--- src/rtl/alu_serial_pkg.sv ---
`default_nettype none
// +----------------------------------------------------------------------+
// | Module   : alu_serial_pkg                                            |
// | Brief    : Shared function-select codes and FSM state encoding for   |
// |            the digit-serial ALU.                                     |
// | Revision : 1.0  initial release                                      |
// +----------------------------------------------------------------------+
package alu_serial_pkg;

  // Function select {f1,f0}
  localparam logic [1:0] FN_AND  = 2'b00;
  localparam logic [1:0] FN_OR   = 2'b01;
  localparam logic [1:0] FN_NOTB = 2'b10;
  localparam logic [1:0] FN_ADD  = 2'b11;

  // Sequencer states
  typedef enum logic [1:0] {
    IDLE = 2'd0,
    RUN  = 2'd1,
    DONE = 2'd2
  } state_t;

endpackage
`default_nettype wire

--- src/rtl/alu_serial_if.sv ---
`default_nettype none
// +----------------------------------------------------------------------+
// | Module   : alu_serial_if                                             |
// | Brief    : Control, operand and result bundle of the serial ALU.     |
// |            master = requester side, slave = ALU side.                |
// | Revision : 1.0  initial release                                      |
// +----------------------------------------------------------------------+
interface alu_serial_if #(
  parameter int WIDTH = 8
);
  logic             start;
  logic             abort;
  logic             ready;
  logic             busy;
  logic             done;
  logic [WIDTH-1:0] A;
  logic [WIDTH-1:0] B;
  logic             invA;
  logic             enA;
  logic             enB;
  logic             Cin;
  logic             f1;
  logic             f0;
  logic [WIDTH-1:0] result;
  logic             Cout;
  logic             zero;
  logic             ovf;

  modport master (
    output start, abort, A, B, invA, enA, enB, Cin, f1, f0,
    input  ready, busy, done, result, Cout, zero, ovf
  );

  modport slave (
    input  start, abort, A, B, invA, enA, enB, Cin, f1, f0,
    output ready, busy, done, result, Cout, zero, ovf
  );
endinterface
`default_nettype wire

--- src/rtl/alu_digit.sv ---
`default_nettype none
// +----------------------------------------------------------------------+
// | Module   : alu_digit                                                 |
// | Brief    : Combinational DIGIT-bit ALU slice. Also reports the carry |
// |            into its top bit so the caller can form signed overflow.  |
// | Revision : 1.0  initial release                                      |
// +----------------------------------------------------------------------+
module alu_digit
  import alu_serial_pkg::*;
#(
  parameter int DIGIT = 1
) (
  input  logic [DIGIT-1:0] a,
  input  logic [DIGIT-1:0] b,
  input  logic             cin,
  input  logic [1:0]       fn,
  output logic [DIGIT-1:0] y,
  output logic             cout,
  output logic             cmsb
);

  logic [DIGIT:0]   carry;
  logic [DIGIT-1:0] sum;

  // Ripple-carry adder across the slice
  always_comb begin
    carry    = '0;
    sum      = '0;
    carry[0] = cin;
    for (int i = 0; i < DIGIT; i++) begin
      sum[i]     = a[i] ^ b[i] ^ carry[i];
      carry[i+1] = (a[i] & b[i]) | (carry[i] & (a[i] ^ b[i]));
    end
  end

  // Function mux; logic ops never report a carry
  always_comb begin
    y    = '0;
    cout = 1'b0;
    cmsb = 1'b0;
    unique case (fn)
      FN_AND:  y = a & b;
      FN_OR:   y = a | b;
      FN_NOTB: y = ~b;
      default: begin
        y    = sum;
        cout = carry[DIGIT];
        cmsb = carry[DIGIT-1];
      end
    endcase
  end

endmodule
`default_nettype wire

--- src/rtl/alu_serial.sv ---
`default_nettype none
// +----------------------------------------------------------------------+
// | Module   : alu_serial                                                |
// | Brief    : WIDTH-bit ALU computed DIGIT bits per clock through one   |
// |            shared slice, with start/ready/done handshake and abort.  |
// | Revision : 1.0  initial release                                      |
// +----------------------------------------------------------------------+
module alu_serial
  import alu_serial_pkg::*;
#(
  parameter int WIDTH = 8,
  parameter int DIGIT = 1
) (
  input  logic         clk,
  input  logic         rst_n,
  alu_serial_if.slave  bus
);

  localparam int            N    = WIDTH / DIGIT;
  localparam int            CW   = (N > 1) ? $clog2(N) : 1;
  localparam logic [CW-1:0] LAST = CW'(N - 1);

  if (WIDTH < 2 || DIGIT < 1 || (WIDTH % DIGIT) != 0) begin : g_bad_cfg
    $error("alu_serial: WIDTH must be >= 2 and a multiple of DIGIT");
  end

  state_t           state;
  logic [WIDTH-1:0] a_sh;
  logic [WIDTH-1:0] b_sh;
  logic [WIDTH-1:0] res_sh;
  logic [1:0]       fn_q;
  logic             carry_q;
  logic [CW-1:0]    cnt;
  logic [WIDTH-1:0] result_q;
  logic             cout_q;
  logic             zero_q;
  logic             ovf_q;
  logic             done_q;
  logic             busy_q;
  logic             ready_q;

  logic [WIDTH-1:0] ae;
  logic [WIDTH-1:0] be;
  logic [DIGIT-1:0] y;
  logic             d_cout;
  logic             d_cmsb;
  logic [WIDTH-1:0] res_next;

  assign ae = {WIDTH{bus.invA}} ^ (bus.A & {WIDTH{bus.enA}});
  assign be = bus.B & {WIDTH{bus.enB}};

  alu_digit #(.DIGIT(DIGIT)) u_digit (
    .a    (a_sh[DIGIT-1:0]),
    .b    (b_sh[DIGIT-1:0]),
    .cin  (carry_q),
    .fn   (fn_q),
    .y    (y),
    .cout (d_cout),
    .cmsb (d_cmsb)
  );

  // New digit enters at the top; after N steps the first digit sits at bit 0
  assign res_next = (res_sh >> DIGIT) | (WIDTH'(y) << (WIDTH - DIGIT));

  // Sequencer, operand/result shifters and registered outputs
  always_ff @(posedge clk or negedge rst_n) begin
    if (!rst_n) begin
      state    <= IDLE;
      a_sh     <= '0;
      b_sh     <= '0;
      res_sh   <= '0;
      fn_q     <= '0;
      carry_q  <= 1'b0;
      cnt      <= '0;
      result_q <= '0;
      cout_q   <= 1'b0;
      zero_q   <= 1'b0;
      ovf_q    <= 1'b0;
      done_q   <= 1'b0;
      busy_q   <= 1'b0;
      ready_q  <= 1'b1;
    end else begin
      done_q <= 1'b0;
      unique case (state)
        RUN: begin
          if (bus.abort) begin
            state   <= IDLE;
            busy_q  <= 1'b0;
            ready_q <= 1'b1;
          end else begin
            a_sh    <= a_sh >> DIGIT;
            b_sh    <= b_sh >> DIGIT;
            res_sh  <= res_next;
            carry_q <= d_cout;
            cnt     <= cnt + 1'b1;
            if (cnt == LAST) begin
              result_q <= res_next;
              cout_q   <= d_cout;
              ovf_q    <= d_cout ^ d_cmsb;
              zero_q   <= (res_next == '0);
              state    <= DONE;
              done_q   <= 1'b1;
              busy_q   <= 1'b0;
              ready_q  <= 1'b1;
            end
          end
        end
        default: begin
          // IDLE and DONE both accept; start outranks abort here
          if (bus.start) begin
            a_sh    <= ae;
            b_sh    <= be;
            fn_q    <= {bus.f1, bus.f0};
            carry_q <= bus.Cin;
            res_sh  <= '0;
            cnt     <= '0;
            state   <= RUN;
            busy_q  <= 1'b1;
            ready_q <= 1'b0;
          end else begin
            state <= IDLE;
          end
        end
      endcase
    end
  end

  assign bus.result = result_q;
  assign bus.Cout   = cout_q;
  assign bus.zero   = zero_q;
  assign bus.ovf    = ovf_q;
  assign bus.done   = done_q;
  assign bus.busy   = busy_q;
  assign bus.ready  = ready_q;

endmodule
`default_nettype wire

--- src/flat_wrapper.sv ---
// flat-port wrapper written by rule: the top's interface ports become plain ports
module alu_serial_flat import alu_serial_pkg::*;
#(
  parameter int WIDTH = 8,
  parameter int DIGIT = 1
)
  (clk, rst_n, bus_start, bus_abort, bus_A, bus_B, bus_invA, bus_enA, bus_enB, bus_Cin, bus_f1, bus_f0, bus_ready, bus_busy, bus_done, bus_result, bus_Cout, bus_zero, bus_ovf);
  alu_serial_if #(.WIDTH(WIDTH)) bus_i ();
  input  logic clk;
  input  logic rst_n;
  input wire logic [$bits(bus_i.start)-1:0] bus_start;
  input wire logic [$bits(bus_i.abort)-1:0] bus_abort;
  input wire logic [$bits(bus_i.A)-1:0] bus_A;
  input wire logic [$bits(bus_i.B)-1:0] bus_B;
  input wire logic [$bits(bus_i.invA)-1:0] bus_invA;
  input wire logic [$bits(bus_i.enA)-1:0] bus_enA;
  input wire logic [$bits(bus_i.enB)-1:0] bus_enB;
  input wire logic [$bits(bus_i.Cin)-1:0] bus_Cin;
  input wire logic [$bits(bus_i.f1)-1:0] bus_f1;
  input wire logic [$bits(bus_i.f0)-1:0] bus_f0;
  output wire logic [$bits(bus_i.ready)-1:0] bus_ready;
  output wire logic [$bits(bus_i.busy)-1:0] bus_busy;
  output wire logic [$bits(bus_i.done)-1:0] bus_done;
  output wire logic [$bits(bus_i.result)-1:0] bus_result;
  output wire logic [$bits(bus_i.Cout)-1:0] bus_Cout;
  output wire logic [$bits(bus_i.zero)-1:0] bus_zero;
  output wire logic [$bits(bus_i.ovf)-1:0] bus_ovf;
  assign bus_i.start = bus_start;
  assign bus_i.abort = bus_abort;
  assign bus_i.A = bus_A;
  assign bus_i.B = bus_B;
  assign bus_i.invA = bus_invA;
  assign bus_i.enA = bus_enA;
  assign bus_i.enB = bus_enB;
  assign bus_i.Cin = bus_Cin;
  assign bus_i.f1 = bus_f1;
  assign bus_i.f0 = bus_f0;
  assign bus_ready = bus_i.ready;
  assign bus_busy = bus_i.busy;
  assign bus_done = bus_i.done;
  assign bus_result = bus_i.result;
  assign bus_Cout = bus_i.Cout;
  assign bus_zero = bus_i.zero;
  assign bus_ovf = bus_i.ovf;
  alu_serial #(.WIDTH(WIDTH), .DIGIT(DIGIT)) u_core (.clk(clk), .rst_n(rst_n), .bus(bus_i));
endmodule
--- config.mk ---
export PLATFORM = sky130hd
export DESIGN_NAME = alu_serial_flat
export DESIGN_NICKNAME = d
export VERILOG_FILES = /design/src/rtl/alu_serial_pkg.sv /design/src/rtl/alu_serial_if.sv /design/src/rtl/alu_digit.sv /design/src/rtl/alu_serial.sv /design/src/flat_wrapper.sv
export SDC_FILE = /design/constraint.sdc
export NUM_CORES = 1
export LEC_CHECK = 0
export ABC_AREA = 0
export CORE_MARGIN = 3
export CORE_UTILIZATION = 25
export CTS_CLUSTER_DIAMETER = 50
export DETAILED_ROUTE_END_ITERATION = 10
export PLACE_DENSITY = 0.43
export SETUP_SLACK_MARGIN = 0.15
export SLEW_MARGIN = 20
export SYNTH_ARGS = -nofsm -noshare
export SYNTH_HDL_FRONTEND = slang
export SYNTH_SLANG_ARGS = --single-unit
--- constraint.sdc ---
create_clock -name clk -period 5.19 [get_ports clk]
set_input_delay 1.038 -clock clk [delete_from_list [all_inputs] [get_ports clk]]
set_output_delay 1.038 -clock clk [all_outputs]
set_load 0.02 [all_outputs]
==> qor.txt <==
Post-synth EDFFs: 0
critical path cell sequence: clkdlybuf4s50_1 -> nand4bb_1 -> inv_2 -> mux2_2
placed instance area: 0.00258 sq mm
die height: 98.3 microns
status: finished clean
Seq cells post-synth: 45
port buffer count: 39
final setup fails: 0
WS Path Type: in -> reg
most frequent cells in the layout: dfrtp_1, clkdlybuf4s50_1, nand2_1, a22o_1
post-DP HPWL: 3260 microns
Synth Flop Type: dfrtp_1
Post-Syn Area: 0.00213 sq mm
routed length per placed instance: 14.0 microns
clock skew: 5.07 ps
All-Layer GR Usage: 10.4%
Antenna Cells: 0
Post-Syn Nets: 233
Worst path max stage delay: 660 ps
Mapped Cells: 202
CTS resizes: 0
Layout area overhead: 27.5%
GR Overflow Total: 0
max-cap violation count: 0
Via density: 4.73
Worst Path Arrival: 2940 ps
Leakage: 1.18 nW
fillers: 883
most common cell after layout, fill and taps aside: dfrtp_1
Worst-Margin Slew: 1010 ps
CP top delay family: buffers and inverters
largest area contributor in the netlist: dfrtp_1
fmax: 0.363 GHz
maximum vdd drop: 122 uV
TritonCTS clock tree: built
unrepaired setup endpoints after global routing: no
die width: 98.3 microns
Unique masters post-synth: 40
CTS Buffer Depth: 2
Crit-path slowest cell: nand4bb_1
Vias: 1607
Ys Warns: 0
CTS Root Cell: clkbuf_8
ranking of synthesized cells by area: dfrtp_1, nand2_1, a22o_1
vias in the first global route: 1660
WP buf/inv: 2
largest net degree at the start of global routing: 46
initial antenna violation count: 0
Post-CTS Setup Bufs: 0
# clock sinks: 45
Final Cell Area: 0.00272 sq mm
CTS buffer count: 5
Post-Route WL: 4760 microns
drt first-iter violations: 59
core area: 0.00826 sq mm
post-route setup TNS: 0 ps
CP Launch Type: input pin
sequential area share after synthesis: 52.9%
Final Max Slew Viols: 0
DRT Pass-1 Iters: 4
CTS clk-pin slew, worst paths: 80 ps
Synth top area share: 51.7%
crit path max fanout: 14
Final GP Congestion: 0.696
num ports: 40
final cell utilization of the core: 32.9%
share of cells above drive strength 1: 7.66%
PwrDens: 376 mW/mm^2
DRC violations left: 0
data required time of the critical path: 5380 ps
first-pass GRT wire length: 8200 microns
antenna viol nets, final: 0
Synth async-reset ratio: 100%
Final min period: 2760 ps
die footprint: 0.00967 sq mm
Hold Path Class: reg -> reg
Hold Slack: 477 ps
starting density of the core: 25.8%
Skew-Pair Late Insertion Delay: 300 ps
hold buffers post-CTS: 0
NumNets Final: 265
Critical Path End Type: flip-flop
std cell rows: 33
Final Hold Viols: 0
Slew HR: 32.5%
Synth Area per Inst: 10.5 sq um
crit share post-route: 53.1%
H-tree depth: 2
Power Total: 1.02 mW
-- worst reg2reg max path: cells and delay by family (launching register included) --
| family | cells | cell delay (ps) |
|---|---|---|
| compound gates | 2 | 1130 |
| simple gates | 1 | 640 |
| flops | 1 | 450 |
-- sequential cells by signal (all words and copies together) (netlist names) --
name / flops
u_core.state: 2
u_core.res_sh: 7
u_core.bus.Cout: 1
u_core.bus.result: 8
u_core.b_sh: 8
u_core.bus.busy: 1
u_core.bus.ovf: 1
u_core.cnt: 3
u_core.a_sh: 8
u_core.fn_q: 2
u_core.bus.zero: 1
u_core.bus.ready: 1
u_core.carry_q: 1
u_core.bus.done: 1
-- synth_stat cells (all sizes together), types with 2 or more instances --
master  number
a21oi        8
a31oi        7
o211ai       7
nand2       34
and3b        2
nor3         4
clkbuf       7
o21ai        5
a21boi       2
and3         5
o31ai        4
inv          9
mux2         3
ha           4
nand3        8
a22o         9
nor2         6
o221a        6
a211oi       7
xor2         2
buf          7
dfrtp       44
-- layer usage --
layer,vias up,share of wire [%],global-route usage (%)
met2,38,46,17.2
li1,793,-,-
met5,-,0,0
met3,8,4.6,2.64
met1,768,48,13.5
met4,0,1.1,3.15
-- layout make-up --
class	instances	area (sq um)	share of cell area, %
Clock buffer	5	68.8	2.53
Clock inverter	3	65.1	2.39
Inverter	9	33.8	1.24
Multi-Input combinational cell	134	903	33.2
Sequential cell	45	1130	41.5
Tap cell	105	131	4.83
Timing Repair Buffer	39	388	14.3
-- metrics by stage --
step / cells / setup slack (ps)
2_1_floorplan: 202 / 3180
3_3_place_gp: 332 / 2050
3_5_place_dp: 332 / 2030
4_1_cts: 340 / 2360
5_1_grt: 340 / 2240
6_report: 340 / 2430
-- kinds of logic (layout without fill, tap and decap cells) --
logic type / count (synthesis) / in the layout / share of synthesized area, %
compound gates: 56 / 56 / 20.0
xor+xnor: 2 / 2 / 0.822
fa+ha+maj: 5 / 5 / 3.29
buf+inv: 23 / 56 / 4.70
flops: 45 / 45 / 52.9
mux: 5 / 5 / 3.11
simple gates: 66 / 66 / 15.2
-- power by group --
group | total [mW] | internal (mW) | leakage (nW) | switching [mW]
Sequential | 0.472 | 0.420 | 0.573 | 0.0520
Combinational | 0.238 | 0.115 | 0.542 | 0.123
Clock | 0.312 | 0.191 | 0.0681 | 0.121
Total | 1.02 | 0.726 | 1.18 | 0.296
-- final timing paths --
check / startpoint / slack [ps] / cells past startpoint / endpoint
worst max-delay path: bus_abort / 2430 / 4 / u_core.bus.result[7]
worst min-delay path: u_core.bus.result[6] / 480 / 2 / u_core.bus.result[6]
worst max register to register: u_core.state[1] / 2820 / 3 / u_core.a_sh[6]
worst min register to register: u_core.bus.result[6] / 480 / 2 / u_core.bus.result[6]
max in group asynchronous: rst_n / 4070 / 1 / u_core.bus.ready
min in group asynchronous: rst_n / 720 / 1 / u_core.bus.done
Power figures use the tool's default switching activity.
